## config.mk

```make
export PLATFORM = sky130hd
export DESIGN_NAME = grant_decoder_4bit
export DESIGN_NICKNAME = d
export VERILOG_FILES = /design/src/rtl/grant_pkg.sv /design/src/rtl/sync_fifo.sv /design/src/rtl/grant_decoder_4bit.sv
export SDC_FILE = /design/constraint.sdc
export NUM_CORES = 1
export LEC_CHECK = 0
export CORE_AREA = 2 2 55 57
export CTS_CLUSTER_SIZE = 25
export DETAILED_ROUTE_END_ITERATION = 6
export DIE_AREA = 0 0 57 59
export HOLD_SLACK_MARGIN = 0.12
export PLACE_DENSITY = 0.67
export SLEW_MARGIN = 20
export SYNTH_ARGS = -nofsm -noshare
export SYNTH_HDL_FRONTEND = slang
export SYNTH_SLANG_ARGS = --single-unit
```

## constraint.sdc

```tcl
create_clock -name clk -period 2 [get_ports clk]
set_input_delay 0.5 -clock clk [delete_from_list [all_inputs] [get_ports clk]]
set_output_delay 0.5 -clock clk [all_outputs]
set_load 0.01 [all_outputs]
```

## src/rtl/grant_pkg.sv

```systemverilog
// Shared constants and FSM encoding for the grant decoder slice.
package grant_pkg;

  localparam int IDX_W_DEF = 2;
  localparam int N_DEF     = 1 << IDX_W_DEF;
  localparam int COUNT_W   = 8;

  typedef enum logic {
    IDLE  = 1'b0,
    GRANT = 1'b1
  } state_t;

endpackage

```

## src/rtl/sync_fifo.sv

```systemverilog
// Parameterised synchronous FIFO; pointers wrap naturally, an occupancy count drives full/empty.
module sync_fifo #(
  parameter int WIDTH = 2,
  parameter int DEPTH = 2,
  localparam int PTR_W = (DEPTH > 1) ? $clog2(DEPTH) : 1,
  localparam int CNT_W = $clog2(DEPTH + 1)
) (
  input  logic             clk,
  input  logic             rst,
  input  logic             push,
  input  logic [WIDTH-1:0] din,
  input  logic             pop,
  output logic [WIDTH-1:0] dout,
  output logic             full,
  output logic             empty,
  output logic [CNT_W-1:0] count
);

  localparam logic [PTR_W-1:0] PTR_ONE = PTR_W'(1'b1);
  localparam logic [CNT_W-1:0] CNT_ONE = CNT_W'(1'b1);

  logic [WIDTH-1:0] mem [DEPTH];
  logic [PTR_W-1:0] wr_ptr;
  logic [PTR_W-1:0] rd_ptr;
  logic             do_push;
  logic             do_pop;

  assign do_push = push && !full;
  assign do_pop  = pop && !empty;
  assign full    = (count == CNT_W'(DEPTH));
  assign empty   = (count == {CNT_W{1'b0}});
  assign dout    = mem[rd_ptr];

  // Storage array; contents need no reset because count gates every read.
  always_ff @(posedge clk) begin
    if (do_push) begin
      mem[wr_ptr] <= din;
    end
  end

  // Pointers and occupancy.
  always_ff @(posedge clk) begin
    if (rst) begin
      wr_ptr <= {PTR_W{1'b0}};
      rd_ptr <= {PTR_W{1'b0}};
      count  <= {CNT_W{1'b0}};
    end else begin
      if (do_push) begin
        wr_ptr <= wr_ptr + PTR_ONE;
      end
      if (do_pop) begin
        rd_ptr <= rd_ptr + PTR_ONE;
      end
      case ({do_push, do_pop})
        2'b10:   count <= count + CNT_ONE;
        2'b01:   count <= count - CNT_ONE;
        default: count <= count;
      endcase
    end
  end

endmodule

```

## src/rtl/grant_decoder_4bit.sv

```systemverilog
// Buffers encoded request indices and presents each as a held one-hot grant until acknowledged.
// Optional hold-limit expiry is enabled by defining GRANT_TIMEOUT_EN.
module grant_decoder_4bit
  import grant_pkg::*;
#(
  parameter int IDX_W   = IDX_W_DEF,
  parameter int DEPTH   = 2,
  parameter int TIMEOUT = 15,
  localparam int N      = 2 ** IDX_W
) (
  input  logic               clk,
  input  logic               rst,
  input  logic [IDX_W-1:0]   idx,
  input  logic               in_valid,
  output logic               in_ready,
  output logic [N-1:0]       grant,
  output logic               grant_valid,
  input  logic               grant_ack,
  output logic [COUNT_W-1:0] grant_count,
  output logic               timeout
);

  localparam int FCNT_W = $clog2(DEPTH + 1);

  state_t             state;
  state_t             next_state;
  logic               fifo_full;
  logic               fifo_empty;
  logic [IDX_W-1:0]   head;
  logic               pop;
  logic               drop;
  logic               expire;
  logic [FCNT_W-1:0]  unused_fifo_count;

  function automatic logic [N-1:0] decode(input logic [IDX_W-1:0] i);
    decode = {{(N-1){1'b0}}, 1'b1} << i;
  endfunction

  assign in_ready = !fifo_full;

  sync_fifo #(
    .WIDTH (IDX_W),
    .DEPTH (DEPTH)
  ) u_fifo (
    .clk   (clk),
    .rst   (rst),
    .push  (in_valid),
    .din   (idx),
    .pop   (pop),
    .dout  (head),
    .full  (fifo_full),
    .empty (fifo_empty),
    .count (unused_fifo_count)
  );

  // Next-state and pop decision; a drop (ack or expiry) chains straight into the next index.
  always_comb begin
    next_state = state;
    pop        = 1'b0;
    drop       = 1'b0;
    case (state)
      IDLE: begin
        if (!fifo_empty) begin
          pop        = 1'b1;
          next_state = GRANT;
        end else begin
          next_state = IDLE;
        end
      end
      GRANT: begin
        drop = grant_ack || expire;
        if (drop && !fifo_empty) begin
          pop        = 1'b1;
          next_state = GRANT;
        end else if (drop) begin
          next_state = IDLE;
        end else begin
          next_state = GRANT;
        end
      end
      default: begin
        next_state = IDLE;
      end
    endcase
  end

  // State, registered grant outputs and acknowledged-grant counter.
  always_ff @(posedge clk) begin
    if (rst) begin
      state       <= IDLE;
      grant       <= {N{1'b0}};
      grant_valid <= 1'b0;
      grant_count <= {COUNT_W{1'b0}};
    end else begin
      state       <= next_state;
      grant_valid <= (next_state == GRANT);
      if (pop) begin
        grant <= decode(head);
      end else if (next_state == IDLE) begin
        grant <= {N{1'b0}};
      end else begin
        grant <= grant;
      end
      if ((state == GRANT) && grant_ack) begin
        grant_count <= grant_count + COUNT_W'(1'b1);
      end
    end
  end

`ifdef GRANT_TIMEOUT_EN
  localparam int HOLD_W = $clog2(TIMEOUT + 1);

  logic [HOLD_W-1:0] hold;

  // An ack on the expiry edge wins, so expiry requires grant_ack low.
  assign expire = (state == GRANT) && !grant_ack && (hold == HOLD_W'(TIMEOUT - 1));

  // Hold counter restarts on every grant load; timeout pulses the cycle after expiry.
  always_ff @(posedge clk) begin
    if (rst) begin
      hold    <= {HOLD_W{1'b0}};
      timeout <= 1'b0;
    end else begin
      timeout <= expire;
      if (pop) begin
        hold <= {HOLD_W{1'b0}};
      end else if ((state == GRANT) && !grant_ack) begin
        hold <= hold + HOLD_W'(1'b1);
      end else begin
        hold <= hold;
      end
    end
  end
`else
  logic unused_timeout_cfg;

  assign unused_timeout_cfg = (TIMEOUT > 0);
  assign expire             = 1'b0;
  assign timeout            = 1'b0;
`endif

endmodule

```

==> impl_metrics.ini, run 1 <==
[placement]
placed_cells = 148
preCtsSetupSlack_ns = -0.0975
gp_congestion = 0.730
dp_hpwl_um = 1380
placed_area_um2 = 1170
port_buffers = 19

[route]
drt-total-wl_um = 1790
drtAntennaViolNets = 0
drtIter0Drc = 6
drcViolationCount = 0
drtPass1Iterations = 4
detail_route.wl_per_cell_um = 11.8
num_vias = 774
vias_per_cell = 5.09

[power]
p_int_uw = 820
swShare_pct = 30.5
p_clk_share_pct = 20.2
vdd_drop_max_uv = 454
comb_power_share_pct = 29.9
pwr-share-seq_pct = 49.9
leakage_uw = 0.000429
p_per_area_nw_per_um2 = 967
netSwitchingPower_uw = 359

[timing]
rsz0062_at_grt = no
hold_viol_final = 0
period_needed_ns = 1.89
layout_setup_ws_ns = 0.106
finClkSkew_ns = 0.00247
fmax_mhz = 528
post-route-period-util_pct = 94.7
slew_viol_final = 0
holdWs_ns = 0.462
setup_viol = 0

[setup_path]
crit_required_ns = 1.50
r2r_setup_slack_ns = 0.29
crit_arrival_ns = 1.39
path_class = reg -> out
cp-start-kind = register
cp_max_fo = 5
end_kind = primary output

[finish]
diodes = 0
fin_nets = 130
regArea_um2 = 482
area_delta_synth_final_pct = 29.5
fin_area_um2 = 1220
multi_input_area_um2 = 428
nFillCells = 293
fin_util_pct = 45.0
drive_gt1_share_pct = 11.6
fin_cells = 152

[clock_tree]
hold_buffers = 0
cts.reportedPaths.clkPinSlew_ns = 0.12
cts_resized = 1
clock-sinks = 22
clock_path_buffers = 2
worstSkewPairLatency_ns = 0.30
cts_tree = done
postCtsSetupRepairBufs = 0
cts_buffers = 3
cts.htree.levels = 1
cts_root_buf = clkbuf_4

[grt]
grt_overflow_total = 0
grt_max_degree = 17
grt_util_all_layers_pct = 11.5
grt_pass1_vias = 714
antenna_found_initial = 0
grt_first_pass_wirelength_um = 2970

[yosys]
synth_cell_type_count = 30
ys_seq_area_share_pct = 51.0
syn_nets = 105
syn_inst = 97
syn-cell-area_um2 = 942
syn_area_per_cell_um2 = 9.71
synth.yosys.warnings = 0
ys_ff_latch = 22

[floorplan]
core_um2 = 2710
fp.dieH_um = 59
die_w_um = 57
ios = 21
row_count = 19
dieArea_um2 = 3360
initial_core_util_pct = 34.8

[hold_path]
min_path_type = reg -> reg

[run_status]
status = complete, no violations

[job]
max_cap_viol_count = 0
==> critical path: stages (launching register included) <==
cell	delay, ns
dfxtp_2	0.40
nand2b_4	0.16
clkdlybuf4s50_1	0.53
==> synth_stat cells, drive strengths merged <==
cell | n | area (um2)
xor2 | 3 | 26.3
clkbuf | 1 | 3.75
ha | 2 | 25.0
o21ai | 4 | 20.0
nand2b | 1 | 6.26
mux2 | 1 | 11.3
dfxtp | 18 | 360
inv | 2 | 7.51
nand4 | 2 | 12.5
conb | 1 | 3.75
xnor2 | 1 | 8.76
nand3b | 1 | 7.51
or4b | 2 | 20.0
or4 | 3 | 22.5
buf | 3 | 30.0
or2b | 1 | 7.51
nor2 | 7 | 26.3
o31ai | 2 | 15.0
a21bo | 1 | 10.0
or3 | 4 | 26.3
o2111ai | 1 | 8.76
and3 | 1 | 6.26
mux2i | 2 | 20.0
edfxtp | 4 | 120
nand3 | 4 | 20.0
nand2 | 9 | 33.8
nor2b | 2 | 12.5
a21oi | 14 | 70.1
==> cell usage in the layout (no fill, tap or decap) <==
cell             count
a21bo_2              1
a21oi_1             14
and3_1               1
buf_4                5
clkbuf_4             3
clkbuf_8             1
clkdlybuf4s50_1     19
conb_1               1
dfxtp_1             17
dfxtp_2              1
edfxtp_1             4
ha_1                 2
inv_1                2
mux2_2               1
mux2i_1              2
nand2_1              9
nand2b_4             1
nand3_1              4
nand3b_1             1
nand4_1              2
nor2_1               7
nor2b_1              2
o2111ai_1            1
o21ai_0              4
o31ai_1              2
or2b_1               1
or3_1                3
or3_2                1
or4_1                3
or4b_1               2
xnor2_1              1
xor2_1               3
==> final cells by class <==
| type | instances | area share [%] |
|---|---|---|
| sequential | 22 | 39.5 |
| multi-input combinational | 69 | 35.1 |
| timing repair buffer | 24 | 18.7 |
| tap | 31 | 3.18 |
| clock buffer | 4 | 2.97 |
| inverter | 2 | 0.615 |
==> per-layer routing <==
metal	vias to the layer above	track usage (%)	wire, um
met4	0	8.97	27
li1	395	-	-
met1	362	14.0	805
met3	2	1.31	47
met2	15	18.6	912
met5	-	0	0
==> worst paths after layout <==
kind,depth (start not counted),end,startpoint
worst max-delay path,2,in_ready,u_fifo.count[0]
worst min-delay path,2,grant[3],grant[3]
worst max register to register,5,u_fifo.count[1],u_fifo.count[1]
worst min register to register,2,grant[3],grant[3]
==> flip-flops by register name (all words and copies together) (netlist names), named ones only <==
signal and count:
grant 4, grant_count 8, u_fifo.wr_ptr 1, u_fifo.mem 4, state 1, u_fifo.count 2
u_fifo.rd_ptr 1
==> power groups by stage <==
stage / Clock (uW) / Combinational, uW / Sequential, uW
detailed placement: 0 / 345 / 593
global route: 271 / 393 / 600
finish: 238 / 353 / 589
floorplan: 0 / 224 / 590
CTS: 257 / 347 / 586
global placement: 0 / 330 / 587
==> cells by family after synthesis <==
| group | after synthesis | share of synthesized area (%) |
|---|---|---|
| simple gates | 37 | 21.4 |
| compound gates | 22 | 13.1 |
| flops | 22 | 51.0 |
| buf+inv | 6 | 4.38 |
| xor+xnor | 4 | 3.72 |
| mux | 3 | 3.32 |
| fa+ha+maj | 2 | 2.66 |
| other cells | 1 | 0.398 |
==> stage by stage <==
stage	TNS [ns]	total power, uW
floorplan	0	814
global placement	-0.00922	917
finish	0	1180
detailed placement	-0.105	938
CTS	0	1190
global route	0	1260
Power figures use the tool's default switching activity.
==> run 2: changes to the inputs <==
==> constraint.sdc (replaced) <==
create_clock -name clk -period 1.9 [get_ports clk]
set_input_delay 0.475 -clock clk [delete_from_list [all_inputs] [get_ports clk]]
set_output_delay 0.475 -clock clk [all_outputs]
set_load 0.01 [all_outputs]
==> impl_metrics.ini, run 2 (same netlist as run 1, synthesis figures left out) <==
[clock_tree]
cts_buffers = 3
cts.reportedPaths.clkPinSlew_ns = 0.12
clock_path_buffers = 2
clock-sinks = 22
cts.htree.levels = 1
worstSkewPairLatency_ns = 0.30
postCtsSetupRepairBufs = 0
cts_root_buf = clkbuf_4
cts_tree = done
hold_buffers = 0

[floorplan]
dieArea_um2 = 3360
fp.dieH_um = 59
core_um2 = 2710
die_w_um = 57
row_count = 19
initial_core_util_pct = 34.8
ios = 21

[setup_path]
crit_required_ns = 1.42
timing.rr.start = u_fifo.count[1]
cp_slowest_stage_delay_ns = 0.53
cp_slowest_cell = clkdlybuf4s50_1
r2r_setup_slack_ns = 0.21
cp_max_fo = 5
crit_arrival_ns = 1.38
end_kind = primary output
cp-start-kind = register
timing.rr.end = u_fifo.count[1]
path_cells = nand2b_4, clkdlybuf4s50_1
path_class = reg -> out
rr_worst_depth = 5
worst-path-buf-inv = 1
path_delay_family = buffers and inverters

[finish]
top_register = grant_count
fin_nets = 130
largest_reg_flops = 8
diodes = 0
drive_gt1_share_pct = 12.4
multi_input_area_um2 = 428
final_common_cell = clkdlybuf4s50_1
final_cell_mix = clkdlybuf4s50_1, dfxtp_1, a21oi_1
nFillCells = 277
top_regs = grant_count x8, grant x4, u_fifo.mem x4
area_delta_synth_final_pct = 29.9
fin_cells = 152
regArea_um2 = 485

[timing]
fmax_mhz = 540
holdWs_ns = 0.462
setup_viol = 0
hold_viol_final = 0
slew_viol_final = 0
finClkSkew_ns = 0.00195
period_needed_ns = 1.85
post-route-period-util_pct = 97.5
rsz0062_at_grt = no

[placement]
dp_hpwl_um = 1320
placed_cells = 148
port_buffers = 19
gp_congestion = 0.737

[grt]
grt_overflow_total = 0
antenna_found_initial = 0
grt_max_degree = 17
grt_util_all_layers_pct = 11.1
grt_first_pass_wirelength_um = 2880
grt_pass1_vias = 718

[route]
dr_wl_met2_um = 857
drtIter0Drc = 21
drtPass1Iterations = 4
drtAntennaViolNets = 0
num_vias = 770
vias_per_cell = 5.07
dr_wl_met3_um = 46
drt-total-wl_um = 1750
highest_layer = met4
drcViolationCount = 0
met1_length_um = 817
detail_route.wl_per_cell_um = 11.5

[power]
comb_power_share_pct = 29.4
swShare_pct = 30.4
p_clk_share_pct = 20.7
p_int_uw = 869
p_per_area_nw_per_um2 = 1020
pwr-share-seq_pct = 49.9
leakage_uw = 0.000430
p_total_uw = 1250
vdd_drop_max_uv = 588
netSwitchingPower_uw = 380

[hold_path]
min_path_type = reg -> reg
whs_endpoint = grant[3]
min_from = grant[3]
hold_path_depth = 2

[run_status]
status = complete, no violations

[job]
max_cap_viol_count = 0
run 2: layer usage:
layer | GRT usage (%) | up-vias
met3 | 1.31 | 2
met1 | 12.9 | 367
li1 | - | 390
met4 | 7.97 | 0
met5 | 0 | -
met2 | 19.0 | 11
run 2: worst max path at each step:
stage          cells after the start              end             from  slack, ns
6_report                           2         in_ready  u_fifo.count[0]       0.05
5_1_grt                            2         in_ready  u_fifo.count[0]      0.002
4_1_cts                            2         in_ready  u_fifo.count[0]      0.009
3_5_place_dp                       6  u_fifo.count[1]        grant_ack      -0.13
3_3_place_gp                       6  u_fifo.count[1]        grant_ack      -0.08
2_1_floorplan                      6  u_fifo.count[1]            state       0.25
run 2: worst register-to-register path, cell delays in order, from the launching register on:
cell and delay [ns]:
dfxtp_1 0.39, nor2_1 0.32, nor2_1 0.10, ha_1 0.34
or3_1 0.35, a21oi_1 0.14
run 2: area by class of cell:
| class | count | share of cell area (%) |
|---|---|---|
| Tap cell | 31 | 3.17 |
| Timing Repair Buffer | 24 | 18.6 |
| Multi-Input combinational cell | 69 | 35.0 |
| Inverter | 2 | 0.613 |
| Sequential cell | 22 | 39.7 |
| Clock buffer | 4 | 2.97 |
run 2: stage by stage:
step / cell area [um2] / setup WS, ns / TNS (ns) / util (%)
floorplan: 942 / 0.247 / 0 / -
global placement: 1170 / -0.0840 / -0.141 / 43.4
detailed placement: 1170 / -0.131 / -0.282 / 43.4
CTS: 1220 / 0.00903 / 0 / 45.0
global route: 1220 / 0.00194 / 0 / 45.2
finish: 1220 / 0.0481 / 0 / 45.2
run 2: power by group through the flow:
stage | clock network [uW] | registers [uW] | logic, uW
2_1_floorplan | 0 | 621 | 236
3_3_place_gp | 0 | 618 | 350
3_5_place_dp | 0 | 624 | 360
4_1_cts | 266 | 620 | 371
5_1_grt | 278 | 638 | 415
6_report | 258 | 624 | 367
run 2: timing repair:
item                                    CTS  global route
cloned                                    0             0
resized for setup                         2             2
endpoints found under the setup margin    1             2
